`config.mk`:
```
export PLATFORM = sky130hd
export DESIGN_NAME = power_sequencer
export DESIGN_NICKNAME = d
export VERILOG_FILES = /design/src/rtl/power_sequencer.sv
export SDC_FILE = /design/constraint.sdc
export NUM_CORES = 1
export LEC_CHECK = 0
export ABC_CLOCK_PERIOD_IN_PS = 2400
export CAP_MARGIN = 20
export CORE_ASPECT_RATIO = 0.8
export CORE_UTILIZATION = 55
export DETAILED_ROUTE_END_ITERATION = 7
export PLACE_DENSITY_LB_ADDON = 0.25
export SLEW_MARGIN = 15
export SYNTH_ARGS = -nofsm -noshare
export SYNTH_HDL_FRONTEND = slang
export SYNTH_SLANG_ARGS = --single-unit
```
`constraint.sdc`:
```
create_clock -name clk -period 2.4 [get_ports clk]
set_clock_uncertainty 0.1 [all_clocks]
set_input_delay 0.36 -clock clk [delete_from_list [all_inputs] [get_ports clk]]
set_output_delay 0.36 -clock clk [all_outputs]
set_load 0.05 [all_outputs]
```
`src/rtl/power_sequencer.sv`:
```
// Board power sequencer: brings the rails up in order, warns the host on a shutdown
// request, then ramps the rails down in reverse order and drops the supply latch.
module power_sequencer #(
  parameter int TICK_DIV    = 50000,
  parameter int NRAILS      = 3,
  parameter int RAIL_GAP_MS = 10,
  parameter int WARN_MS     = 2000,
  parameter int DEB_MS      = 20,
  parameter int LONG_MS     = 3000
) (
  input  logic              clk,
  input  logic              rst_n,
  input  logic              off_req,
  input  logic              btn_n,
  input  logic              host_ack,
  output logic [NRAILS-1:0] rail_en,
  output logic              pwr_hold,
  output logic              warn,
  output logic [2:0]        state_o
);

  localparam int PW   = $clog2(TICK_DIV + 1);
  localparam int DW   = $clog2(DEB_MS + 1);
  localparam int LW   = $clog2(LONG_MS + 1);
  localparam int KW   = $clog2(NRAILS + 1);
  localparam int TMAX = (RAIL_GAP_MS > WARN_MS) ? RAIL_GAP_MS : WARN_MS;
  localparam int TW   = $clog2(TMAX + 1);

  typedef enum logic [2:0] {
    ST_START   = 3'd0,
    ST_IDLE    = 3'd1,
    ST_WARN    = 3'd2,
    ST_RAMP    = 3'd3,
    ST_RELEASE = 3'd4
  } state_t;

  logic [1:0]    rst_sync_reg;
  logic          run;
  logic [PW-1:0] presc_reg;
  logic          tick;
  logic [1:0]    btn_sync_reg;
  logic          raw_pressed;
  logic          deb_reg;
  logic [DW-1:0] deb_cnt_reg;
  logic          deb_flip;
  logic [LW-1:0] press_cnt_reg;
  logic          long_evt_reg;
  logic          short_evt_reg;

  state_t            state_reg, state_next;
  logic [TW-1:0]     cnt_reg, cnt_next;
  logic [KW-1:0]     k_reg, k_next;
  logic [NRAILS-1:0] rail_next;
  logic              gap_done;

  // Everything stays in its reset value until the release has passed two flops.
  always_ff @(posedge clk or negedge rst_n) begin
    if (!rst_n) rst_sync_reg <= 2'b00;
    else        rst_sync_reg <= {rst_sync_reg[0], 1'b1};
  end
  assign run = rst_sync_reg[1];

  assign tick = run && (presc_reg == PW'(TICK_DIV - 1));

  always_ff @(posedge clk or negedge rst_n) begin
    if (!rst_n)   presc_reg <= '0;
    else if (run) presc_reg <= tick ? '0 : presc_reg + 1'b1;
  end

  assign raw_pressed = ~btn_sync_reg[1];
  assign deb_flip    = tick && (raw_pressed != deb_reg) && (deb_cnt_reg == DW'(DEB_MS - 1));

  always_ff @(posedge clk or negedge rst_n) begin
    if (!rst_n) begin
      btn_sync_reg  <= 2'b11;
      deb_reg       <= 1'b0;
      deb_cnt_reg   <= '0;
      press_cnt_reg <= '0;
      long_evt_reg  <= 1'b0;
      short_evt_reg <= 1'b0;
    end else if (run) begin
      btn_sync_reg  <= {btn_sync_reg[0], btn_n};
      long_evt_reg  <= 1'b0;
      short_evt_reg <= 1'b0;
      if (raw_pressed == deb_reg) deb_cnt_reg <= '0;
      else if (tick)              deb_cnt_reg <= deb_flip ? '0 : deb_cnt_reg + 1'b1;
      if (deb_flip) deb_reg <= raw_pressed;
      // Press timer saturates at LONG_MS so a release after a long press is not short.
      if (deb_reg && deb_flip) begin
        press_cnt_reg <= '0;
        short_evt_reg <= (press_cnt_reg != LW'(LONG_MS));
      end else if (deb_reg && tick && (press_cnt_reg != LW'(LONG_MS))) begin
        press_cnt_reg <= press_cnt_reg + 1'b1;
        long_evt_reg  <= (press_cnt_reg == LW'(LONG_MS - 1));
      end
    end
  end

  assign gap_done = tick && (cnt_reg == TW'(RAIL_GAP_MS - 1));

  always_comb begin
    state_next = state_reg;
    cnt_next   = cnt_reg;
    k_next     = k_reg;
    rail_next  = rail_en;
    case (state_reg)
      ST_START: begin
        if (tick) begin
          if (k_reg == KW'(NRAILS)) begin
            state_next = ST_IDLE;
          end else if (gap_done) begin
            for (int i = 0; i < NRAILS; i++)
              if (k_reg == KW'(i)) rail_next[i] = 1'b1;
            k_next   = k_reg + 1'b1;
            cnt_next = '0;
          end else begin
            cnt_next = cnt_reg + 1'b1;
          end
        end
      end
      ST_IDLE: begin
        rail_next = '1;
        if (long_evt_reg)                 state_next = ST_RAMP;
        else if (off_req || short_evt_reg) state_next = ST_WARN;
      end
      ST_WARN: begin
        if (host_ack || long_evt_reg || (tick && (cnt_reg == TW'(WARN_MS - 1))))
          state_next = ST_RAMP;
        else if (tick)
          cnt_next = cnt_reg + 1'b1;
      end
      ST_RAMP: begin
        if (gap_done) begin
          cnt_next = '0;
          if (k_reg == KW'(NRAILS)) begin
            state_next = ST_RELEASE;
          end else begin
            for (int i = 0; i < NRAILS; i++)
              if (k_reg == KW'(NRAILS - 1 - i)) rail_next[i] = 1'b0;
            k_next = k_reg + 1'b1;
          end
        end else if (tick) begin
          cnt_next = cnt_reg + 1'b1;
        end
      end
      ST_RELEASE: rail_next = '0;
      default:    state_next = ST_START;
    endcase
    // Each state starts with a fresh timer and rail index.
    if (state_next != state_reg) begin
      cnt_next = '0;
      k_next   = '0;
    end
  end

  always_ff @(posedge clk or negedge rst_n) begin
    if (!rst_n) begin
      state_reg <= ST_START;
      cnt_reg   <= '0;
      k_reg     <= '0;
      rail_en   <= '0;
      warn      <= 1'b0;
      pwr_hold  <= 1'b1;
    end else if (run) begin
      state_reg <= state_next;
      cnt_reg   <= cnt_next;
      k_reg     <= k_next;
      rail_en   <= rail_next;
      warn      <= (state_next == ST_WARN);
      pwr_hold  <= (state_next != ST_RELEASE);
    end
  end

  assign state_o = state_reg;

endmodule

```
# After elaboration in Yosys (flattened, before gate mapping)
# Index checks and enable logic that the tools add are counted.
dict set report totals {
  regBits 61
  in_bits 5
  out_inout_bits 8
  wordCells 127
}
dict set report op_classes {
  addsub 5
  n_eq_ne 35
  n_mux 44
  bitwise_logic 1
  reduce_logical 26
}
# cell n
set ops {}
lappend ops {{11-bit 2-to-1 mux} 7}
lappend ops {{3-bit 2-to-1 mux} 12}
lappend ops {{11-bit one-hot mux with 3 select lines} 1}
lappend ops {{9-bit AND reduction} 3}
lappend ops {{12-bit 2-to-1 mux} 2}
lappend ops {{2-bit inequality test (second input constant)} 11}
lappend ops {{3-bit inequality test (second input constant)} 7}
lappend ops {{16-bit by 1-bit adder with 16-bit output (second input constant)} 1}
lappend ops {{16-bit == test (second input constant)} 1}
lappend ops {{16-bit 2-to-1 mux} 1}
lappend ops {{5-bit 2-to-1 mux} 3}
lappend ops {{3-bit one-hot mux with 5 select lines} 1}
lappend ops {{12-bit by 1-bit adder with 12-bit output (second input constant)} 1}
lappend ops {{12-bit == test (second input constant)} 1}
lappend ops {{2-bit 2-to-1 mux} 6}
lappend ops {{12-bit inequality test (second input constant)} 1}
lappend ops {{3-bit one-hot mux with 4 select lines} 1}
lappend ops {{11-bit by 1-bit adder with 11-bit output (second input constant)} 1}
lappend ops {{11-bit == test (second input constant)} 1}
lappend ops {{11-bit by 4-bit == test with 1-bit output (second input constant)} 1}
lappend ops {{3-bit by 2-bit == test with 1-bit output (second input constant)} 3}
lappend ops {{1-bit 2-to-1 mux} 9}
lappend ops {{1-bit logical AND} 8}
lappend ops {{4-bit nonzero test} 2}
lappend ops {{other kinds (20)} 26}

# Depth between registers and ports, before layout
dict set report depth {
  depth_word 9
  mapped_depth 10
  mapped_depth_nobuf 8
}

# Least setup slack after synthesis
# OpenSTA, ideal clock, no wires.
dict set report synth_timing {
  path_type {register -> register}
  from {reg state_reg[2], in the netlist state_o[2]}
  to {reg cnt_reg[10]}
  setup_ns 0.131
  t_arrival_ns 2.158
  required_time_ns 2.169
  path_slack_ns 0.011
  path_stages_with_launch 10
  n_path_buf 3
  period_less_slack_ns 2.389
  cell_sequence {dfrtp_1 > clkbuf_1 > nor3b_1 > and3_1 > a311oi_1 > a221o_1 > buf_4 > buf_6 > o221ai_1 > o41ai_1}
}
dict set report synth_via {
  elab_chain_len 6
  elab_cells_between_ends 21
  cone_classes {8 x eq/ne; 10 x mux; 3 x reduce/logical}
}
# element line
set synth_lines {}
lappend synth_lines {{from (decl)} 50} ;# state_t state_reg, state_next;
lappend synth_lines {{from (signal assigned)} 165} ;# state_reg <= state_next;
lappend synth_lines {{3-bit 2-to-1 mux, on equally long branches} {135, 109, 124}}
lappend synth_lines {{3-bit 2-to-1 mux, on equally long branches} {133, 108, 123}}
lappend synth_lines {{3-bit one-hot mux with 5 select lines} 106} ;# case (state_reg)
lappend synth_lines {{3-bit inequality test} 150} ;# if (state_next != state_reg) begin
lappend synth_lines {{3-bit inequality test (no source line) or 4-bit nonzero test (tied branches)} n/a}
lappend synth_lines {{5-bit AND reduction (no source line)} n/a}
lappend synth_lines {{to (signal assigned)} 166} ;# cnt_reg <= cnt_next;
lappend synth_lines {{to (decl)} 51} ;# logic [TW-1:0] cnt_reg, cnt_next;
# Parallel ways exist; a longest one is shown, timed or not.
# A chain may end at the register's enable or synchronous reset.

# Worst setup path in the final report
dict set report layout_timing {
  from {reg presc_reg[13]}
  to {reg cnt_reg[8]}
}
dict set report layout_via {
  elab_chain_len 9
  elab_cells_between_ends 23
  cone_classes {5 x eq/ne; 12 x mux; 6 x reduce/logical}
}
# element line
set layout_lines {}
lappend layout_lines {{from (decl)} 39} ;# logic [PW-1:0] presc_reg;
lappend layout_lines {{from (signal assigned)} 67} ;# else if (run) presc_reg <= tick ? '0 : presc_reg + 1'b1;
lappend layout_lines {{16-bit == test *} 63} ;# assign tick = run && (presc_reg == PW'(TICK_DIV - 1));
lappend layout_lines {{1-bit logical AND *} 63}
lappend layout_lines {{1-bit logical AND} 127} ;# if (host_ack || long_evt_reg || (tick && (cnt_reg == TW'(WARN_MS - 1))))
lappend layout_lines {{1-bit logical OR} 127}
lappend layout_lines {{3-bit 2-to-1 mux} 127}
lappend layout_lines {{3-bit one-hot mux with 5 select lines} 106}
lappend layout_lines {{3-bit inequality test} 150}
lappend layout_lines {{3-bit inequality test (no source line) or 4-bit nonzero test (tied branches)} n/a}
lappend layout_lines {{5-bit AND reduction (no source line)} n/a}
# Every way passes the cells marked *; elsewhere a longest branch is shown, timed or not. The select of a mux whose other input is x is not followed.

==> tab_implementation.tex <==
\begin{tabular}{lr}
\hline
Metric & Value \\
\hline
\multicolumn{2}{l}{\textbf{Timing}} \\
Hold slack final & 0.247 ns \\
Share of the cycle needed by the critical path after routing & 105\% \\
Final setup violation count & 1 \\
Number of pins with negative max-slew slack in the final report & 0 \\
Worst Max-Slew Pin Slew & between 0.7 and 0.8 ns \\
Peak clock frequency supported by timing & 0.396 GHz \\
Final worst path period need & about 2.5 ns \\
Number of hold violations in the final report & 0 \\
Final setup margin & -0.127 ns \\
Relative slew margins & 50.3\% \\
RSZ-0062 raised after global routing & yes \\
\multicolumn{2}{l}{\textbf{Run status}} \\
Result of the run & complete, but fails checks \\
Violations in the final reports & setup timing \\
\multicolumn{2}{l}{\textbf{Logic synthesis}} \\
Area share of fa/ha/maj cells after synthesis & 3.55\% \\
Yosys cell types & 61 \\
Async SR Flop Fraction & between 90\% and 100\% \\
Library cell with the highest instance count after synthesis & sky130\_fd\_sc\_hd\_\_dfrtp\_1 \\
Largest cells by area after synthesis & sky130\_fd\_sc\_hd\_\_dfrtp\_1, sky130\_fd\_sc\_hd\_\_nand2\_1, sky130\_fd\_sc\_hd\_\_xnor2\_1, sky130\_fd\_sc\_hd\_\_nor2\_1, sky130\_fd\_sc\_hd\_\_ha\_1 \\
Fraction of the mapped netlist area in compound gates & 17.1\% \\
Share of synthesized cell area in and, or, nand and nor gates & 24.1\% \\
Combinational family with the most area after synthesis & simple AND/OR/NAND/NOR gates \\
Dominant cell type by area after synthesis & sky130\_fd\_sc\_hd\_\_dfrtp\_1 \\
Flip-flop cell with the highest count after synthesis & sky130\_fd\_sc\_hd\_\_dfrtp\_1 \\
Proportion of netlist area held by the largest area contributor & 41.1\% \\
Yosys reg bits & 61 \\
Net count after synthesis & 395 \\
Mapped cell area & 3530 µm² \\
Mux contribution to synthesized area & between 1.5 and 2\% \\
Mapped Avg Cell Area & 9.28 µm² \\
Commonest cells in the synthesized netlist & sky130\_fd\_sc\_hd\_\_dfrtp\_1, sky130\_fd\_sc\_hd\_\_nand2\_1, sky130\_fd\_sc\_hd\_\_nor2\_1 \\
Parity-gate share of the synthesized area counting xor and xnor cells & 6.21\% \\
Post-synth EDFFs & 0 \\
Warning count from the yosys run & 0 \\
Number of standard cells after synthesis & 380 \\
Part of the Yosys area used for sequential elements & 43.4\% \\
\multicolumn{2}{l}{\textbf{Power}} \\
Peak supply drop & 0.000298 V \\
Total chip power & 2.35 mW \\
Power per cell area & 523 nW/µm² \\
Static leakage power & 1.93 nW \\
\multicolumn{2}{l}{\textbf{Floorplanning}} \\
Core region area & 6040 µm² \\
Cell Rows & 25 \\
Boundary Pins & 13 \\
Chip width & 91.5 µm \\
Height of the die & 73.6 µm \\
Die footprint & 6740 µm² \\
Initial core utilization & 58.4\% \\
\multicolumn{2}{l}{\textbf{Cells and area}} \\
Synth-to-layout area growth & 27.6\% \\
Final nets & 460 \\
Area of the multi-input gates & $\sim$2000 µm² \\
Sequential cell area in the final layout & 1530 µm² \\
Final cell area excluding filler cells & 4500 µm² \\
Count of filler cells inserted in the layout & 417 \\
Number of flip-flops under the largest register name & 16 \\
Layout cells sized above 1 & 25.3\% \\
Fraction of the core area covered by cells at the end of the flow & 74.6\% \\
Final Instance Count excl. Fillers & 531 \\
Antenna fix cells & 0 \\
\multicolumn{2}{l}{\textbf{Detailed routing}} \\
Count of vias placed by the detailed router & about 3,300 \\
First-pass detailed-route iteration total & 5 \\
DRC violations left & 0 \\
Via density per instance & around 6.2 \\
Final WL & 9360 µm \\
Detailed router's first-iteration violation count & 313 \\
Residual antenna-violating net count after detailed routing & 0 \\
Routed wirelength normalized by instance count & roughly 18 µm \\
\multicolumn{2}{l}{\textbf{Worst hold path}} \\
Critical hold path startpoint & rst\_sync\_reg[0]\$\_DFF\_PN0\_ \\
HP Class & flip-flop to flip-flop \\
Min-Delay Path Depth & 0 \\
End point of the most critical hold path & rst\_sync\_reg[1]\$\_DFF\_PN0\_ \\
\multicolumn{2}{l}{\textbf{Run}} \\
Number of maximum-capacitance violations & 0 \\
\multicolumn{2}{l}{\textbf{Setup path}} \\
Launch point of the worst reg-to-reg path & presc\_reg[13]\$\_DFFE\_PN0P\_ \\
CP Data Required Time & 2.52 ns \\
Data arrival, critical path & 2.64 ns \\
R2r worst-path depth & 9 \\
Highest fanout seen on the critical path & 12 \\
Nature of the critical path endpoint & flip-flop \\
Startpoint type of the worst setup path & flip-flop \\
Critical setup path kind & flip-flop to flip-flop \\
Setup slack, reg-to-reg & -0.13 ns \\
Worst reg2reg path endpoint & cnt\_reg[8]\$\_DFFE\_PN0P\_ \\
\multicolumn{2}{l}{\textbf{Clock network}} \\
Clock latency on the worst-skew pair & 0.35 ns \\
Root Buffer Master & sky130\_fd\_sc\_hd\_\_clkbuf\_8 \\
TritonCTS buffer count & 9 \\
CTS tree & built \\
Number of sinks handled by clock tree synthesis & 61 \\
H-tree lvl count & 3 \\
Clock transition at the registers of the reported paths & 0.07 ns \\
Clock tree buffer depth & 2 \\
\multicolumn{2}{l}{\textbf{Global routing}} \\
Largest net degree at the start of global routing & 34 \\
First-pass GRT wire length & between 10,000 and 15,000 µm \\
Antenna violations before repair & 0 \\
Via count of the first global-routing pass & 3,020 \\
Overflow left after global routing & 0 \\
Gr usage total & 27.6\% \\
\multicolumn{2}{l}{\textbf{Place}} \\
Total half-perimeter wirelength after legalization and detailed placement & 6140 µm \\
Post-Place Cell Area & between 4000 and 5000 µm² \\
Global placement routability congestion & 0.935 \\
Number of placed instances with taps included & 507 \\
Port Buffers & 12 \\
\hline
\end{tabular}
[layout make-up]
cell class | count | share of cell area (%)
clock buffers | 12 | 3.45
clock inverters | 4 | 1.06
inverters | 14 | 1.17
multi-input cells | 288 | 45.2
flip-flops and latches | 61 | 34.0
well taps | 81 | 2.25
repair buffers | 71 | 12.8
[placed cells by master, fill, tap and decap left out, types with 5 or more instances in the layout]
| cell | count |
|---|---|
| sky130_fd_sc_hd__inv_1 | 14 |
| sky130_fd_sc_hd__dfrtp_1 | 57 |
| sky130_fd_sc_hd__and3_1 | 7 |
| sky130_fd_sc_hd__a21oi_1 | 11 |
| sky130_fd_sc_hd__o31ai_1 | 6 |
| sky130_fd_sc_hd__xnor2_1 | 17 |
| sky130_fd_sc_hd__nand4_1 | 11 |
| sky130_fd_sc_hd__o21ai_0 | 18 |
| sky130_fd_sc_hd__a211oi_1 | 5 |
| sky130_fd_sc_hd__clkdlybuf4s50_1 | 11 |
| sky130_fd_sc_hd__nor3_1 | 9 |
| sky130_fd_sc_hd__clkbuf_8 | 11 |
| sky130_fd_sc_hd__nand2_1 | 40 |
| sky130_fd_sc_hd__xor2_1 | 8 |
| sky130_fd_sc_hd__ha_1 | 10 |
| sky130_fd_sc_hd__buf_6 | 5 |
| sky130_fd_sc_hd__buf_4 | 52 |
| sky130_fd_sc_hd__nand3_1 | 21 |
| sky130_fd_sc_hd__nor2_1 | 36 |
| sky130_fd_sc_hd__and4_1 | 5 |
[where the power goes]
group	total (mW)	internal [mW]	switching (mW)
Clock	0.944	0.533	0.411
Sequential	1.15	1.09	0.0557
Combinational	0.264	0.128	0.136
Total	2.35	1.75	0.602
[layer usage]
metal / track usage, % / part of all wire, %
met1: 37.2 / 45
met2: 44.4 / 46
met3: 7.04 / 6.4
met4: 8.29 / 2.5
met5: 0 / 0
[worst max-delay path by stage]
stage / start / endpoint / slack [ns] / depth (start not counted)
after floorplan: state_o[2]$_DFFE_PN0P_ / cnt_reg[10]$_DFFE_PN0P_ / 0.01 / 9
after global placement: presc_reg[0]$_DFFE_PN0P_ / cnt_reg[9]$_DFFE_PN0P_ / -0.004 / 9
after detailed placement: presc_reg[0]$_DFFE_PN0P_ / cnt_reg[9]$_DFFE_PN0P_ / -0.1 / 9
after CTS: presc_reg[0]$_DFFE_PN0P_ / cnt_reg[9]$_DFFE_PN0P_ / -0.02 / 9
after global routing: presc_reg[7]$_DFFE_PN0P_ / cnt_reg[8]$_DFFE_PN0P_ / -0.17 / 9
final: presc_reg[13]$_DFFE_PN0P_ / cnt_reg[8]$_DFFE_PN0P_ / -0.13 / 9
[per-stage QoR]
| stage | setup WS [ns] | TNS, ns |
|---|---|---|
| 3_5_place_dp | -0.0986 | -0.241 |
| 6_report | -0.127 | -0.127 |
| 3_3_place_gp | -0.00406 | -0.00406 |
| 4_1_cts | -0.0188 | -0.0403 |
| 5_1_grt | -0.167 | -0.674 |
| 2_1_floorplan | 0.0106 | 0 |
[cell families after synthesis]
logic type	count (synthesis)
compound gates	85
flops	61
other cells	1
buf+inv	31
xor+xnor	25
fa+ha+maj	10
simple gates	162
mux	5
[worst max-delay path, cell delays in order (launching register included)]
cell and delay (ns):
sky130_fd_sc_hd__dfrtp_1 0.39, sky130_fd_sc_hd__and4bb_2 0.38, sky130_fd_sc_hd__and4_4 0.27, sky130_fd_sc_hd__buf_4 0.14, sky130_fd_sc_hd__o31ai_1 0.08, sky130_fd_sc_hd__buf_4 0.17, sky130_fd_sc_hd__buf_4 0.19, sky130_fd_sc_hd__or3_1 0.35
sky130_fd_sc_hd__o221ai_2 0.20, sky130_fd_sc_hd__o41ai_2 0.14
[repair_timing]
action | 4_1_cts | 5_1_grt
hold buffers | 1 | 0
endpoints found under the setup margin | 8 | 27
pin swaps | 0 | 10
hold endpoints to repair | 27 | 0
buffers inserted | 0 | 4
resized for setup | 6 | 40
gates cloned | 0 | 3
Note: power is estimated with default switching activity, not from simulation.
